$ cat src/rtl/seven_seg_pkg.sv
// Shared definitions for the seven-segment display blocks: active-high glyphs
// in {g,f,e,d,c,b,a} order, the all-dark pattern and the scanner state type.
package seven_seg_pkg;

    localparam logic [6:0] GLYPH_0 = 7'h3F;
    localparam logic [6:0] GLYPH_1 = 7'h06;
    localparam logic [6:0] GLYPH_2 = 7'h5B;
    localparam logic [6:0] GLYPH_3 = 7'h4F;
    localparam logic [6:0] GLYPH_4 = 7'h66;
    localparam logic [6:0] GLYPH_5 = 7'h6D;
    localparam logic [6:0] GLYPH_6 = 7'h7D;
    localparam logic [6:0] GLYPH_7 = 7'h07;
    localparam logic [6:0] GLYPH_8 = 7'h7F;
    localparam logic [6:0] GLYPH_9 = 7'h6F;
    localparam logic [6:0] GLYPH_A = 7'h77;
    localparam logic [6:0] GLYPH_B = 7'h7C;
    localparam logic [6:0] GLYPH_C = 7'h39;
    localparam logic [6:0] GLYPH_D = 7'h5E;
    localparam logic [6:0] GLYPH_E = 7'h79;
    localparam logic [6:0] GLYPH_F = 7'h71;

    localparam logic [6:0] SEG_OFF = 7'h00;

    typedef enum logic [1:0] {
        SCAN_OFF   = 2'd0,
        SCAN_BLANK = 2'd1,
        SCAN_SHOW  = 2'd2
    } scan_state_e;

endpackage

$ cat src/rtl/hex_to_seg.sv
// Combinational hex nibble to active-high {g..a} glyph decoder; b and d are
// the lowercase forms so they stay distinguishable from 8 and 0.
module hex_to_seg
    import seven_seg_pkg::*;
(
    input  logic [3:0] nibble,
    output logic [6:0] glyph
);

    // Nibble lookup
    always_comb begin
        glyph = SEG_OFF;
        case (nibble)
            4'h0:    glyph = GLYPH_0;
            4'h1:    glyph = GLYPH_1;
            4'h2:    glyph = GLYPH_2;
            4'h3:    glyph = GLYPH_3;
            4'h4:    glyph = GLYPH_4;
            4'h5:    glyph = GLYPH_5;
            4'h6:    glyph = GLYPH_6;
            4'h7:    glyph = GLYPH_7;
            4'h8:    glyph = GLYPH_8;
            4'h9:    glyph = GLYPH_9;
            4'hA:    glyph = GLYPH_A;
            4'hB:    glyph = GLYPH_B;
            4'hC:    glyph = GLYPH_C;
            4'hD:    glyph = GLYPH_D;
            4'hE:    glyph = GLYPH_E;
            4'hF:    glyph = GLYPH_F;
            default: glyph = SEG_OFF;
        endcase
    end

endmodule

$ cat src/rtl/seven_seg_scanner.sv
// Time-multiplexed hex scanner for a common-anode display bank, stepped by the
// rising edges of a divided scan clock. Define SEVEN_SEG_ZERO_BLANK_EN to blank leading zeros.
module seven_seg_scanner
    import seven_seg_pkg::*;
#(
    parameter int NUM_DIGITS     = 4,
    parameter bit SEG_ACTIVE_LOW = 1'b1,
    parameter bit AN_ACTIVE_LOW  = 1'b1,
    localparam int IDX_W         = $clog2(NUM_DIGITS)
) (
    input  logic                    clock,
    input  logic                    reset,
    input  logic                    scan_clk,
    input  logic                    enable,
    input  logic [4*NUM_DIGITS-1:0] value_in,
    input  logic [NUM_DIGITS-1:0]   dp_in,
    output logic [6:0]              seg_out,
    output logic                    dp_out,
    output logic [NUM_DIGITS-1:0]   an_out,
    output logic [IDX_W-1:0]        digit_idx
);

    localparam logic [IDX_W-1:0]      LAST_IDX = IDX_W'(NUM_DIGITS - 1);
    localparam logic [IDX_W-1:0]      ONE_IDX  = IDX_W'(1);
    localparam logic [6:0]            SEG_IDLE = SEG_OFF ^ {7{SEG_ACTIVE_LOW}};
    localparam logic                  DP_IDLE  = SEG_ACTIVE_LOW;
    localparam logic [NUM_DIGITS-1:0] AN_IDLE  = {NUM_DIGITS{AN_ACTIVE_LOW}};
    localparam logic [NUM_DIGITS-1:0] AN_ONE   = NUM_DIGITS'(1);

    logic                    sync1_r, sync2_r, prev_r;
    logic                    adv_s;
    scan_state_e             state_r, state_s;
    logic [IDX_W-1:0]        idx_r, idx_s;
    logic                    pend_r, pend_s;
    logic [4*NUM_DIGITS-1:0] snap_val_r, snap_val_s;
    logic [NUM_DIGITS-1:0]   snap_dp_r, snap_dp_s;
    logic [3:0]              nib_s;
    logic [6:0]              glyph_s, lit_glyph_s;
    logic [6:0]              seg_nxt_s;
    logic                    dp_nxt_s;
    logic [NUM_DIGITS-1:0]   an_nxt_s;

    // scan_clk is asynchronous data: two flops to settle it, one to find its rising edge
    always_ff @(posedge clock or posedge reset) begin
        if (reset) begin
            sync1_r <= 1'b0;
            sync2_r <= 1'b0;
            prev_r  <= 1'b0;
        end else begin
            sync1_r <= scan_clk;
            sync2_r <= sync1_r;
            prev_r  <= sync2_r;
        end
    end

    assign adv_s = sync2_r & ~prev_r;

    // Next-state logic: digit stepping, pending advance and frame snapshot capture
    always_comb begin
        state_s    = state_r;
        idx_s      = idx_r;
        pend_s     = pend_r;
        snap_val_s = snap_val_r;
        snap_dp_s  = snap_dp_r;
        if (!enable) begin
            state_s = SCAN_OFF;
            idx_s   = '0;
            pend_s  = 1'b0;
        end else begin
            case (state_r)
                SCAN_OFF: begin
                    // an advance coinciding with start-up is deliberately dropped
                    state_s    = SCAN_BLANK;
                    idx_s      = '0;
                    pend_s     = 1'b0;
                    snap_val_s = value_in;
                    snap_dp_s  = dp_in;
                end
                SCAN_BLANK: begin
                    state_s = SCAN_SHOW;
                    pend_s  = pend_r | adv_s;
                end
                SCAN_SHOW: begin
                    if (adv_s || pend_r) begin
                        state_s = SCAN_BLANK;
                        pend_s  = 1'b0;
                        if (idx_r == LAST_IDX) begin
                            idx_s      = '0;
                            snap_val_s = value_in;
                            snap_dp_s  = dp_in;
                        end else begin
                            idx_s = idx_r + ONE_IDX;
                        end
                    end else begin
                        state_s = SCAN_SHOW;
                    end
                end
                default: begin
                    state_s = SCAN_OFF;
                    idx_s   = '0;
                    pend_s  = 1'b0;
                end
            endcase
        end
    end

    // State, index and snapshot registers
    always_ff @(posedge clock or posedge reset) begin
        if (reset) begin
            state_r    <= SCAN_OFF;
            idx_r      <= '0;
            pend_r     <= 1'b0;
            snap_val_r <= '0;
            snap_dp_r  <= '0;
        end else begin
            state_r    <= state_s;
            idx_r      <= idx_s;
            pend_r     <= pend_s;
            snap_val_r <= snap_val_s;
            snap_dp_r  <= snap_dp_s;
        end
    end

    assign digit_idx = idx_r;

    // Outputs are decoded from the next state so the pins line up with state_r
    assign nib_s = snap_val_s[4*idx_s +: 4];

    hex_to_seg u_hex_to_seg (
        .nibble (nib_s),
        .glyph  (glyph_s)
    );

`ifdef SEVEN_SEG_ZERO_BLANK_EN
    function automatic logic is_leading_zero(input logic [4*NUM_DIGITS-1:0] v,
                                             input logic [IDX_W-1:0]        i);
        logic z;
        z = (i != '0);
        for (int k = 0; k < NUM_DIGITS; k++) begin
            z = z & ((k < int'(i)) | (v[4*k +: 4] == 4'h0));
        end
        return z;
    endfunction

    assign lit_glyph_s = is_leading_zero(snap_val_s, idx_s) ? SEG_OFF : glyph_s;
`else
    assign lit_glyph_s = glyph_s;
`endif

    // Pin values for the coming cycle, polarity applied here
    always_comb begin
        an_nxt_s  = AN_IDLE;
        seg_nxt_s = SEG_IDLE;
        dp_nxt_s  = DP_IDLE;
        if (state_s == SCAN_SHOW) begin
            an_nxt_s  = (AN_ONE << idx_s) ^ AN_IDLE;
            seg_nxt_s = lit_glyph_s ^ {7{SEG_ACTIVE_LOW}};
            dp_nxt_s  = snap_dp_s[idx_s] ^ SEG_ACTIVE_LOW;
        end else begin
            an_nxt_s  = AN_IDLE;
            seg_nxt_s = SEG_IDLE;
            dp_nxt_s  = DP_IDLE;
        end
    end

    // Output registers
    always_ff @(posedge clock or posedge reset) begin
        if (reset) begin
            an_out  <= AN_IDLE;
            seg_out <= SEG_IDLE;
            dp_out  <= DP_IDLE;
        end else begin
            an_out  <= an_nxt_s;
            seg_out <= seg_nxt_s;
            dp_out  <= dp_nxt_s;
        end
    end

endmodule

$ cat config.mk
export PLATFORM = sky130hd
export DESIGN_NAME = seven_seg_scanner
export DESIGN_NICKNAME = d
export VERILOG_FILES = /design/src/rtl/seven_seg_pkg.sv /design/src/rtl/hex_to_seg.sv /design/src/rtl/seven_seg_scanner.sv
export SDC_FILE = /design/constraint.sdc
export NUM_CORES = 1
export LEC_CHECK = 0
export ABC_CLOCK_PERIOD_IN_PS = 5900
export CORE_ASPECT_RATIO = 1.2
export CORE_MARGIN = 2
export CORE_UTILIZATION = 45
export DETAILED_ROUTE_END_ITERATION = 6
export HOLD_SLACK_MARGIN = 0.06
export PLACE_DENSITY = 0.77
export SLEW_MARGIN = 5
export SYNTH_ARGS = -nofsm -noshare
export SYNTH_HDL_FRONTEND = slang
export SYNTH_HIERARCHICAL = 1
export SYNTH_SLANG_ARGS = --single-unit
$ cat constraint.sdc
create_clock -name clock -period 5.9 [get_ports clock]
set_clock_uncertainty 0.2 [all_clocks]
set_input_delay 1.18 -clock clock [delete_from_list [all_inputs] [get_ports clock]]
set_output_delay 1.18 -clock clock [all_outputs]
set_load 0.02 [all_outputs]
**Yosys cells after proc, flatten, opt, wreduce, memory -nomap -nowiden**

Memory sizes are Yosys's and may differ from the RTL's.
Index checks and enable logic that the tools add are counted.

- Flip-flop bits (word level): 40
- ROM bits: 112
- Input port bits: 24
- Output and inout bits: 14
- Logic and storage cells: 52
- Memories: 1

Memory list:

| memory | words | width | read ports | clocked after memory_dff | wr ports | line | text |
|---|---|---|---|---|---|---|---|
| (no name shown) | 16 | 7 | 1 | 0 | 0 | hex_to_seg.sv:13 | `case (nibble)` |

- Add/sub/neg operators: 1
- Order comparisons: 1
- Equal/unequal tests: 5
- Shift operators: 2
- Muxes and demuxes: 23
- Bitwise operators: 6
- Reduce and logical (&&, ||, !) cells: 2

Operators by type and width:

| operator | count |
|---|---|
| 16-bit 2-to-1 mux | 3 |
| 16-bit one-hot mux with 2 select lines | 1 |
| 4-bit 2-to-1 mux | 4 |
| 16-bit by 5-bit variable part select with 4-bit output | 1 |
| 2-bit 2-to-1 mux | 5 |
| 4-bit one-hot mux with 2 select lines | 1 |
| 7-bit 2-to-1 mux | 1 |
| 7-bit inverter | 1 |
| 2-bit == test, second input constant | 3 |
| 2-bit one-hot mux with 3 select lines | 1 |
| 1-bit 2-to-1 mux | 4 |
| 4-bit inverter | 1 |
| 2-bit one-hot mux with 2 select lines | 1 |
| 1-bit by 2-bit << shifter with 4-bit output, first input constant | 1 |
| 2-bit by 3-bit less-than comparator with 1-bit output, second input constant | 1 |
| 3-bit inequality test, second input constant | 1 |
| 2-bit by 1-bit adder with 2-bit output, second input constant | 1 |
| 1-bit binary-select mux with 2-bit select | 1 |
| 2-bit by 1-bit == test with 1-bit output, second input constant | 1 |
| 2-bit zero test | 1 |
| 1-bit inverter | 2 |
| 1-bit one-hot mux with 2 select lines | 1 |
| 1-bit bitwise AND | 1 |
| 1-bit logical OR | 1 |
| 1-bit OR | 1 |

**Depth between registers and ports, before layout**

- Depth after elaboration: 10
- Depth in mapped cells: 14
- Gate-level depth less buffers: 13

**Cells and area by module**

The synthesis kept the hierarchy.

By module, submodules not included:

| module | times used | cells each | area each (µm²) | sequential area each (µm²) |
|---|---|---|---|---|
| seven_seg_scanner | 1 | 157 | 1,781.7 | 1,016.0 |
| hex_to_seg | 1 | 33 | 287.8 | 0.0 |

**Worst setup path before layout**

OpenSTA, ideal clock, no wires.

- Kind: in2reg
- Start point: input enable
- End point: register seg_out[3]
- Setup time: 0.063 ns
- Data arrival time: 3.295 ns
- Data required time: 5.637 ns
- Setup slack: 2.342 ns
- Stages on the path: 10
- Buffers on the path: 1
- Cell sequence: buf_2 o2111ai_1 nor2b_1 a22o_1 a22o_1 a211o_1 inv_1 ha_1 mux4_1 nand2_1

- Longest elaborated chain between the ends: 5
- Elaborated cells on any way between the ends: 8
- Classes of those cells: eq/ne (1); shift (1); mux (4); bitwise (1); memory (1)

Ends and longest elaborated chain:

| element | line | text |
|---|---|---|
| start: declaration | seven_seg_scanner.sv:14 | `input logic enable,` |
| 16-bit 2-to-1 mux | seven_seg_scanner.sv:65 | `if (!enable) begin` |
| named net snap_val_s[12] | seven_seg_scanner.sv:35 | `logic [4*NUM_DIGITS-1:0] snap_val_r, snap_val_s;` |
| 16-bit by 5-bit variable part select with 4-bit output | seven_seg_scanner.sv:127 | `assign nib_s = snap_val_s[4*idx_s +: 4];` |
| named net nib_s[0] | seven_seg_scanner.sv:37 | `logic [3:0] nib_s;` |
| memory read 16 x 7 bit | n/a |  |
| named net glyph_s[3] | seven_seg_scanner.sv:38 | `logic [6:0] glyph_s, lit_glyph_s;` |
| 7-bit inverter (no line) | n/a |  |
| 7-bit 2-to-1 mux | seven_seg_scanner.sv:155 | `if (state_s == SCAN_SHOW) begin` |
| named net seg_nxt_s[3] | seven_seg_scanner.sv:39 | `logic [6:0] seg_nxt_s;` |
| end signal: assignment | seven_seg_scanner.sv:174 | `seg_out <= seg_nxt_s;` |
| end: declaration | seven_seg_scanner.sv:17 | `output logic [6:0] seg_out,` |

The timed path passes the listed nets, and every way through them passes these cells.
A chain may end at the register's enable or synchronous reset.

**Worst setup path after layout**

Ends and elaborated chain as after synthesis.

==> metrics.md <==
| Metric | Value |
|---|---|
| GRT overflow | 0 |
| First-pass GRT wire length | 7127 um |
| Routing usage on met2 | 29.39% |
| Nets | 264 |
| Final setup viols | 0 |
| Syn_nets | 227 |
| Detail Placement HPWL | 3067 um |
| Vias in the first global route | 1,553 |
| Max-slew violation count | 0 |
| CTS tree | done |
| Synth area leader | dfrtp_1 |
| Distinct cell type count after synthesis | 41 |
| Status | finished clean |
| Synth cell count leaders | nand2_1 (31), dfrtp_1 (28), ha_1 (13) |
| Unrepaired setup endpoints after global routing | false |
| Endpoint arrival time on the critical path | 4230 ps |
| Slew margin rel. | 47.15% |
| Starting Density | 46.06% |
| Area growth syn-to-layout | 23.58% |
| Detailed Route WL | 4260 um |
| Final hold violation count | 0 |
| Share of layout cells above drive strength 1 | 14.91% |
| Setup Crit Path Kind | primary input to flop |
| Final-layout fill cell count | 397 |
| Syn. warnings | 6 |
| Clock Latency Late Sink | 290 ps |
| DRC | 0 |
| First DRT Iteration DRCs | 69 |
| TritonCTS Buffers | 5 |
| Share of the synthesized area in the top cell type | 33.86% |
| Register area share after synthesis | 49.09% |
| Ys async rst share | 100.0% |
| Final min period | 4207 ps |
| Drt pass-1 iters | 4 |
| Setup TNS | 0 ps |
| Number of cell rows | 27 |
| Worst setup SP type | primary input |
| Tcrit/Tclk final | 71.31% |
| Die Ht | 78.29 um |
| CP Capture Type | flop |
| CTS clock-pin slew for the worst setup and hold paths | 70 ps |
| GR peak layer | met2 |
| Max incr delay on CP | 680 ps |
| Worst path required time | 5930 ps |
| Critical Path, Cell by Cell | clkdlybuf4s50_1 > nand2_1 > nor2_1 > a31oi_1 > buf_4 > a22o_2 > a22o_1 > a211o_1 > inv_1 > ha_1 > inv_1 > mux4_1 > nand2_1 |
| Maximum clock frequency | 237.7 MHz |
| EDFF count, synth | 0 |
| Met3 Track Usage GR | 4.298% |
| Mean Syn Cell Area | 10.89 sq um |
| Pwr dens | 311.6 nW/um^2 |
| Detail Route Antenna Nets | 0 |
| Antenna violations before repair | 0 |
| Slowest CP cell | clkdlybuf4s50_1 |
| Seq cells post-synth | 40 |
| Port Buffers | 37 |
| Hold buffers post-CTS | 0 |
| Drt wl/cell | 14.90 um |
| I/O pins | 38 |
| Post-Place Cells | 278 |
| Max FO, Critical Path | 14 |
| Layout Cells excl Fill | 286 |
| HP Class | flop to flop |
| Placer Congestion | 0.7802 |
| Clock Sinks | 40 |
| Top-count cell post-synth | nand2_1 |
| Full die area | 5159 sq um |
| Core area | 4493 sq um |
| Max_cap viols | 0 |
| Worst-case clock buffer depth | 2 |
| Leakage power figure | 1.166 nW |
| Largest net degree at the start of global routing | 41 |
| VDD IR-drop max | 154.5 uV |
| H-tree levels | 2 |
| CTS root buf | clkbuf_8 |
| Post-Syn Instances | 190 |
| GR Util met1 | 23.24% |
| Total GRT Usage | 17.85% |
| # diodes | 0 |
| Via count | 1,523 |
| Ys flop type | dfrtp_1 |
| Synth top area cells | dfrtp_1 (34%), dfstp_2 (15%), ha_1 (7.9%) |
| Die Wd | 65.91 um |
| Number of gates resized after CTS | 0 |
| Post-CTS Setup Inserts | 0 |
| Vias/cell | 5.325 |
| Cell Area, Synth | 2069 sq um |
| Measured slew at the worst slew-check pin | 784.4 ps |
==> registers in the layout (all words and copies together) (netlist names), 2 cells and up <==
register and cells:
an_out 4, digit_idx 2, seg_out 7, snap_dp_r 4
snap_val_r 16, state_r 2
==> per-stage QoR <==
step / power [W] / setup slack (ps) / hold WS, ps / cell area [sq um] / util, %
3_5_place_dp: 0.0006151 / 1432 / 138.1 / 2467 / 54.92
5_1_grt: 0.0008535 / 1531 / 184.8 / 2557 / 56.92
6_report: 0.0007968 / 1693 / 153.5 / 2557 / 56.92
2_1_floorplan: 0.0005483 / 2342 / 131.2 / 2069 / -
4_1_cts: 0.0008021 / 1739 / 155.1 / 2557 / 56.92
3_3_place_gp: 0.0006083 / 1532 / 135.8 / 2467 / 54.92
==> layer usage <==
metal / wire [um] / up-vias / share of wire, %
li1: - / 748 / -
met1: 1950 / 744 / 46
met2: 2129 / 24 / 50
met3: 136 / 7 / 3.2
met4: 44 / 0 / 1.0
met5: 0 / - / 0
==> power by group <==
group	internal (W)	switching, W	leakage (nW)	total [W]
Sequential	0.000329	0.0000184	0.463	0.000347
Combinational	0.000126	0.000139	0.658	0.000266
Clock	0.0000953	0.0000887	0.0455	0.000184
Total	0.000550	0.000246	1.17	0.000797
==> cell families after synthesis <==
| kind of cell | synth area share (%) |
|---|---|
| AOI/OAI and AO/OA | 21.58 |
| and+or+nand+nor | 12.21 |
| DFF | 49.09 |
| buffers and inverters | 4.897 |
| adders and majority gates | 7.860 |
| muxes | 4.353 |
==> final timing paths <==
| check | from | to | slack (ps) | cells after the start |
|---|---|---|---|---|
| max in group asynchronous | reset | seg_out[3] | 4030 | 3 |
| hold / removal | sync1_r | sync2_r | 150 | 0 |
| setup / recovery | enable | seg_out[3] | 1690 | 13 |
| setup reg to reg | state_r[0] | seg_out[3] | 2180 | 13 |
| min in group asynchronous | reset | snap_val_r[12] | 1110 | 3 |
| hold reg to reg | sync1_r | sync2_r | 150 | 0 |
==> final cells by class <==
type	instances	area, sq um	area share [%]
Timing Repair Buffer	39	385.4	15.07
Multi-Input combinational cell	130	952.2	37.23
Sequential cell	40	1016	39.73
Inverter	11	41.29	1.614
Clock buffer	8	90.09	3.523
Tap cell	58	72.57	2.838
==> critical path: cells and delay by family <==
family / cells / cell delay [ps]
AO/OA/AOI/OAI: 4 / 840
adder cells (fa/ha/maj): 1 / 250
buffers and inverters: 4 / 1090
multiplexers: 1 / 470
AND/OR/NAND/NOR: 3 / 410
==> layout by cell type, fill, tap and decap left out, drive strengths merged, types with 3 or more instances in the layout <==
cell type / instances
nor2: 6
a22o: 18
clkbuf: 8
and3: 3
nor3: 3
nand2: 31
dfstp: 12
inv: 11
a211o: 4
clkdlybuf4s50: 37
a21oi: 7
ha: 13
mux2: 3
o21ai: 12
mux2i: 3
dfrtp: 28
nor2b: 3
No activity file was read; power rests on OpenSTA's default activity.
